<file path="src/rtl/i2c_codec_target_pkg.sv">
// Shared definitions for the WM8731-style codec control-port target:
// register addresses, power-on defaults, device address and FSM states.
package i2c_codec_target_pkg;

  localparam logic [6:0] DEV_ADDR_WM8731 = 7'h1A;

  localparam logic [6:0] REG_R0    = 7'h00;
  localparam logic [6:0] REG_R1    = 7'h01;
  localparam logic [6:0] REG_R2    = 7'h02;
  localparam logic [6:0] REG_R3    = 7'h03;
  localparam logic [6:0] REG_R4    = 7'h04;
  localparam logic [6:0] REG_R5    = 7'h05;
  localparam logic [6:0] REG_R6    = 7'h06;
  localparam logic [6:0] REG_R7    = 7'h07;
  localparam logic [6:0] REG_R8    = 7'h08;
  localparam logic [6:0] REG_R9    = 7'h09;
  localparam logic [6:0] REG_RESET = 7'h0F;

  typedef enum logic [2:0] {
    ST_IDLE,
    ST_DEVADDR,
    ST_ACK_DEV,
    ST_BYTE1,
    ST_ACK1,
    ST_BYTE2,
    ST_ACK2,
    ST_IGNORE
  } i2c_state_e;

  // Power-on / reset-register value of each implemented codec register.
  function automatic logic [8:0] reg_default(input logic [6:0] addr);
    case (addr)
      REG_R0:  return 9'h097;
      REG_R1:  return 9'h097;
      REG_R2:  return 9'h079;
      REG_R3:  return 9'h079;
      REG_R4:  return 9'h00A;
      REG_R5:  return 9'h008;
      REG_R6:  return 9'h09F;
      REG_R7:  return 9'h00A;
      REG_R8:  return 9'h000;
      REG_R9:  return 9'h000;
      default: return 9'h000;
    endcase
  endfunction

endpackage

</file>
<file path="src/rtl/i2c_codec_target_bus_sampler.sv">
// Bus sampler: synchronises SCL/SDA into the clk domain and derives
// SCL edges plus START/STOP conditions from the last two synchronised samples.
// SYNC_STAGES must be at least 2.
module i2c_codec_target_bus_sampler #(
  parameter int SYNC_STAGES = 2
) (
  input  logic clk_i,
  input  logic rst_i,
  input  logic scl_i,
  input  logic sda_i,
  output logic scl_rise_o,
  output logic scl_fall_o,
  output logic sda_bit_o,
  output logic start_o,
  output logic stop_o
);

  logic [SYNC_STAGES-1:0] scl_sync_q;
  logic [SYNC_STAGES-1:0] sda_sync_q;
  logic                   scl_prev_q;
  logic                   sda_prev_q;
  logic                   scl_now;
  logic                   sda_now;

  // Synchroniser chains preset high so reset looks like an idle bus.
  always_ff @(posedge clk_i) begin
    if (rst_i) begin
      scl_sync_q <= '1;
      sda_sync_q <= '1;
      scl_prev_q <= 1'b1;
      sda_prev_q <= 1'b1;
    end else begin
      scl_sync_q <= {scl_sync_q[SYNC_STAGES-2:0], scl_i};
      sda_sync_q <= {sda_sync_q[SYNC_STAGES-2:0], sda_i};
      scl_prev_q <= scl_sync_q[SYNC_STAGES-1];
      sda_prev_q <= sda_sync_q[SYNC_STAGES-1];
    end
  end

  // SDA moving while SCL is held high is a bus condition, never data.
  always_comb begin
    scl_now    = scl_sync_q[SYNC_STAGES-1];
    sda_now    = sda_sync_q[SYNC_STAGES-1];
    scl_rise_o = scl_now & ~scl_prev_q;
    scl_fall_o = ~scl_now & scl_prev_q;
    sda_bit_o  = sda_now;
    start_o    = scl_now & scl_prev_q & sda_prev_q & ~sda_now;
    stop_o     = scl_now & scl_prev_q & ~sda_prev_q & sda_now;
  end

endmodule

</file>
<file path="src/rtl/i2c_codec_target.sv">
// I2C target emulating the WM8731 codec control port: accepts 3-byte write
// frames, ACKs them, commits writes into a shadow register file and exposes
// readback plus decoded codec state.
module i2c_codec_target
  import i2c_codec_target_pkg::*;
#(
  parameter logic [6:0] DEV_ADDR    = DEV_ADDR_WM8731,
  parameter int         SYNC_STAGES = 2,
  parameter int         NUM_REGS    = 10
) (
  input  logic       clk,
  input  logic       rst,
  input  logic       i2c_sclk,
  input  logic       i2c_sdat_in,
  output logic       i2c_sdat_oe,
  output logic       wr_valid,
  output logic [6:0] wr_addr,
  output logic [8:0] wr_data,
  input  logic [3:0] rd_addr,
  output logic [8:0] rd_data,
  output logic       codec_active,
  output logic       unmapped
);

  logic scl_rise;
  logic scl_fall;
  logic sda_bit;
  logic start;
  logic stop;

  i2c_state_e state_q, state_d;
  logic [2:0] cnt_q, cnt_d;
  logic [7:0] shift_q, shift_d;
  logic       ack_phase_q, ack_phase_d;
  logic       oe_q, oe_d;
  logic [6:0] wr_addr_q, wr_addr_d;
  logic       d8_q, d8_d;
  logic       wr_valid_q, wr_valid_d;
  logic [8:0] wr_data_q, wr_data_d;
  logic       unmapped_q, unmapped_d;
  logic [7:0] byte_w;
  logic       commit;
  logic       addr_mapped;

  logic [8:0] regs_q [NUM_REGS];

  i2c_codec_target_bus_sampler #(
    .SYNC_STAGES(SYNC_STAGES)
  ) u_sampler (
    .clk_i     (clk),
    .rst_i     (rst),
    .scl_i     (i2c_sclk),
    .sda_i     (i2c_sdat_in),
    .scl_rise_o(scl_rise),
    .scl_fall_o(scl_fall),
    .sda_bit_o (sda_bit),
    .start_o   (start),
    .stop_o    (stop)
  );

  // Frame state register; a reset mid-frame drops everything and releases SDA.
  always_ff @(posedge clk) begin
    if (rst) begin
      state_q     <= ST_IDLE;
      cnt_q       <= '0;
      shift_q     <= '0;
      ack_phase_q <= 1'b0;
      oe_q        <= 1'b0;
      wr_addr_q   <= '0;
      d8_q        <= 1'b0;
      wr_valid_q  <= 1'b0;
      wr_data_q   <= '0;
      unmapped_q  <= 1'b0;
    end else begin
      state_q     <= state_d;
      cnt_q       <= cnt_d;
      shift_q     <= shift_d;
      ack_phase_q <= ack_phase_d;
      oe_q        <= oe_d;
      wr_addr_q   <= wr_addr_d;
      d8_q        <= d8_d;
      wr_valid_q  <= wr_valid_d;
      wr_data_q   <= wr_data_d;
      unmapped_q  <= unmapped_d;
    end
  end

  // Next-state logic: START/STOP override everything, otherwise shift bytes
  // on SCL rises and run the two-falling-edge ACK window in the ACK states.
  always_comb begin
    state_d     = state_q;
    cnt_d       = cnt_q;
    shift_d     = shift_q;
    ack_phase_d = ack_phase_q;
    oe_d        = oe_q;
    wr_addr_d   = wr_addr_q;
    d8_d        = d8_q;
    commit      = 1'b0;
    byte_w      = {shift_q[6:0], sda_bit};

    if (start) begin
      state_d     = ST_DEVADDR;
      cnt_d       = '0;
      ack_phase_d = 1'b0;
      oe_d        = 1'b0;
    end else if (stop) begin
      state_d     = ST_IDLE;
      ack_phase_d = 1'b0;
      oe_d        = 1'b0;
    end else begin
      case (state_q)
        ST_DEVADDR, ST_BYTE1, ST_BYTE2: begin
          if (scl_rise) begin
            shift_d = byte_w;
            cnt_d   = cnt_q + 3'd1;
            if (cnt_q == 3'd7) begin
              case (state_q)
                ST_DEVADDR: state_d = (byte_w == {DEV_ADDR, 1'b0}) ? ST_ACK_DEV : ST_IGNORE;
                ST_BYTE1: begin
                  wr_addr_d = byte_w[7:1];
                  d8_d      = byte_w[0];
                  state_d   = ST_ACK1;
                end
                default: state_d = ST_ACK2;
              endcase
            end
          end
        end
        ST_ACK_DEV, ST_ACK1, ST_ACK2: begin
          if (scl_fall) begin
            if (!ack_phase_q) begin
              oe_d        = 1'b1;
              ack_phase_d = 1'b1;
              commit      = (state_q == ST_ACK2);
            end else begin
              oe_d        = 1'b0;
              ack_phase_d = 1'b0;
              case (state_q)
                ST_ACK_DEV: state_d = ST_BYTE1;
                ST_ACK1:    state_d = ST_BYTE2;
                default:    state_d = ST_IGNORE;
              endcase
            end
          end
        end
        default: ;
      endcase
    end

    addr_mapped = (32'(wr_addr_q) < NUM_REGS) || (wr_addr_q == REG_RESET);
    wr_valid_d  = commit;
    wr_data_d   = commit ? {d8_q, shift_q} : wr_data_q;
    unmapped_d  = commit & ~addr_mapped;
  end

  // Shadow register file, updated the cycle after the write is announced.
  always_ff @(posedge clk) begin
    if (rst || (wr_valid_q && wr_addr_q == REG_RESET)) begin
      for (int i = 0; i < NUM_REGS; i++) regs_q[i] <= reg_default(7'(i));
    end else if (wr_valid_q) begin
      for (int i = 0; i < NUM_REGS; i++) begin
        if (wr_addr_q == 7'(i)) regs_q[i] <= wr_data_q;
      end
    end
  end

  // Combinational readback; unimplemented addresses read as zero.
  always_comb begin
    rd_data = '0;
    for (int i = 0; i < NUM_REGS; i++) begin
      if (rd_addr == 4'(i)) rd_data = regs_q[i];
    end
  end

  assign i2c_sdat_oe  = oe_q;
  assign wr_valid     = wr_valid_q;
  assign wr_addr      = wr_addr_q;
  assign wr_data      = wr_data_q;
  assign unmapped     = unmapped_q;
  assign codec_active = regs_q[9][0];

endmodule

</file>
<file path="config.mk">
export PLATFORM = sky130hd
export DESIGN_NAME = i2c_codec_target
export DESIGN_NICKNAME = d
export VERILOG_FILES = /design/src/rtl/i2c_codec_target_pkg.sv /design/src/rtl/i2c_codec_target_bus_sampler.sv /design/src/rtl/i2c_codec_target.sv
export SDC_FILE = /design/constraint.sdc
export NUM_CORES = 1
export LEC_CHECK = 0
export ABC_CLOCK_PERIOD_IN_PS = 3850
export CORE_MARGIN = 1.5
export CORE_UTILIZATION = 45
export DETAILED_ROUTE_END_ITERATION = 16
export PLACE_DENSITY_LB_ADDON = 0.3
export SLEW_MARGIN = 15
export SYNTH_ARGS = -nofsm -noshare
export SYNTH_HDL_FRONTEND = slang
export SYNTH_HIERARCHICAL = 1
export SYNTH_SLANG_ARGS = --single-unit
</file>
<file path="constraint.sdc">
create_clock -name clk -period 3.85 [get_ports clk]
set_input_delay 0.5775 -clock clk [delete_from_list [all_inputs] [get_ports clk]]
set_output_delay 0.5775 -clock clk [all_outputs]
set_load 0.01 [all_outputs]
</file>
==> impl_metrics.toml <==
[floorplan]
core_area_sq_um = 12700
die_x_um = 118
num_rows = 41
dieArea_sq_um = 13800
initial_utilization = 0.465
io_pins = 37
die_h_um = 118

[placement]
place.port_buffers = 36
dpl.hpwl_mm = 9.02
placed_cells = 676
placed_cell_area_sq_um = 6430
place.gp.congestion = 0.921

[job]
drv_cap = 0

[worst_setup_path]
cpPeakStageDelay_ns = 0.83
crit_slowest_cell = "clkdlybuf4s50_1"
cp_common_cell = "clkdlybuf4s50_1"
crit_fanout = 14
reg2reg_depth = 3
r2r_setup_slack_ns = 1.39
regToRegEndpoint = "regs_q[0][0]$_SDFFCE_PN1P_"
cp-end-kind = "output pin"
arrival_ns = 3.02
r2r-start = "wr_addr[4]$_SDFFE_PP0P_"
start_kind = "primary input"
criticalPathCategory = "primary input to output pin"
path_cells = "clkdlybuf4s50_1 > nand2b_1 > o21ai_0 > a221oi_1 > o31a_1 > clkdlybuf4s50_1"
critical_path_required_ns = 3.27

[sta]
finalSetupViolations = 0
final_max_slew_viol_count = 0
rsz0062_at_grt = "no"
fin_tns_setup_ns = 0
post-route-period-util = 0.936
fin_crit_ns = 3.60
fin_worst_skew_ns = 0.00558
slew_headroom = 0.268
max_freq_mhz = 278
worst_slew_pin_slew_ns = 1.09
finalHoldViolations = 0

[worst_hold_path]
hold-path-endpoint = "u_sampler/sda_sync_q[1]$_SDFF_PP1_"
hold_start = "u_sampler/sda_sync_q[0]$_SDFF_PP1_"
holdPathStages = 1
worst_hold_path_type = "register to register"

[route]
drc_errors = 0
postRouteAntennaNets = 0
routed_wl_mm = 13.7
vias = 3908
wl_per_cell_um = 19.4
via_per_inst = 5.52
firstDrtPassIters = 6
drt-initial-drc-count = 363

[clocking]
cts_setup_buffers = 0
cts_tree = "yes"
cts_root_buffer = "clkbuf_16"
cts_sinks = 130
htreeDepth = 4
holdBufCountCts = 0
clockBufferDepth = 2
cts.clk_slew.worst_paths_ns = 0.05
cts-resized-gates = 0
clk_latency_ns = 0.42
cts_buffers = 17

[synthesis]
yosys-top-cells-count = "edfxtp_1, and2_1, mux2i_1"
yosysMostFrequentCell = "edfxtp_1"
netlist_area_sq_um = 5920
netlist_instances = 489
yosys-top-cells-area = "edfxtp_1, dfxtp_1, mux2i_1"
ys_warn_count = 6
synth_edf_count = 90
synth_top_cell_by_area = "edfxtp_1"
syn_area_per_cell_sq_um = 12.1
async_flop_share = 0
yosysTopAreaCellShare = 0.457
ys_seq_elements = 130
ys_types = 47
synth-seq-area-share = 0.592
synth_nets = 499
yosys_most_used_dff = "edfxtp_1"

[global_routing]
grt_usage = 0.210
grt_max_degree = 29
grt_pass1_wl_mm = 21.7
antenna_found_initial = 0
grt_pass1_vias = 3863
overflow = 0

[power]
ir_drop_mv = 0.285
power_density_nw_per_um2 = 457
p_sw_mw = 0.651
comb_power_share = 0.050
power_frac_clock = 0.473
p_leak_nw = 2.49
power_frac_seq = 0.477
p_int_mw = 2.54
switching_share = 0.204

[cells_and_area]
drive_gt1_frac = 0.0989
post-route-util = 0.550
syn_to_final_growth_pct = 18.2
diodes = 0
fin_nets = 533
fin_cells = 708
final_area_sq_um = 6990

[status]
status = "complete, no violations"
-- cell usage in the layout (no fill, tap or decap), types with 4 or more instances in the layout --
cell	n
and2_1	60
buf_4	9
clkbuf_1	6
clkbuf_16	19
clkbuf_8	4
clkdlybuf4s50_1	34
dfxtp_1	40
edfxtp_1	90
inv_1	6
mux2i_1	58
nand2_1	4
nand2b_1	30
nand3b_1	4
nor2_1	50
nor3_1	8
o21a_1	8
o21ai_0	11
o221ai_1	8
o22ai_1	10
o32ai_1	7
or2_1	6
or3_1	11
-- power groups by stage --
stage / combinational (mW) / clock, mW / sequential [mW]
after detailed placement: 0.157 / 0 / 1.55
after CTS: 0.158 / 1.53 / 1.52
after global placement: 0.154 / 0 / 1.55
after floorplan: 0.0951 / 0 / 1.55
final: 0.159 / 1.51 / 1.52
after global routing: 0.170 / 1.60 / 1.53
-- worst max path at each step --
stage	start	to	slack (ns)	cells after the start
4_1_cts	rd_addr[1]	rd_data[2]	0.29	6
6_report	rd_addr[1]	rd_data[2]	0.25	6
2_1_floorplan	wr_addr[4]$_SDFFE_PP0P_	regs_q[1][0]$_SDFFCE_PN1P_	1.32	4
3_3_place_gp	rd_addr[1]	rd_data[2]	0.38	6
3_5_place_dp	rd_addr[1]	rd_data[2]	0.30	6
5_1_grt	rd_addr[1]	rd_data[2]	0.17	6
-- final cells by class --
type,instances,area [sq um]
clock buffers,29,553
repair buffers,45,418
inverters,6,22.5
clock inverters,3,15.0
fillers,1140,5730
well taps,172,215
multi-input cells,323,2270
flip-flops and latches,130,3500
-- metrics by stage --
step / setup WS [ns] / total power, mW / hold slack, ns
6_report: 0.248 / 3.20 / 0.406
5_1_grt: 0.168 / 3.29 / 0.446
4_1_cts: 0.295 / 3.21 / 0.414
3_5_place_dp: 0.299 / 1.71 / 0.405
3_3_place_gp: 0.377 / 1.71 / 0.397
2_1_floorplan: 1.32 / 1.64 / 0.383
-- cell families (layout without fill, tap and decap cells) --
kind of cell	count (synthesis)	in the layout	share of synthesized area
fa+ha+maj	2	2	0.00423
flops	130	130	0.592
xor+xnor	2	2	0.00296
buf+inv	36	83	0.0247
compound gates	60	60	0.0704
mux	59	59	0.102
simple gates	200	200	0.204
-- state kept, by name, summed over array words and instances, names as in the netlist, 2 cells and up --
signal and flops:
regs_q 90, wr_data 9, u_sampler/sda_sync_q 2, u_sampler/scl_sync_q 2, shift_q 8, cnt_q 3, state_q 3, wr_addr 7
-- worst max-delay path, delay by kind of cell --
family          cells  cell delay (ns)
buf+inv             2             1.36
compound gates      3             0.71
simple gates        1             0.37
-- metal layers --
| metal | GRT usage | part of all wire | vias up |
|---|---|---|---|
| met5 | 0 | 0 | - |
| met4 | 0.0930 | 0.024 | 0 |
| met3 | 0.0417 | 0.060 | 29 |
| met2 | 0.333 | 0.48 | 137 |
| met1 | 0.280 | 0.44 | 1892 |
| li1 | - | - | 1850 |
No activity file was read; power rests on OpenSTA's default activity.
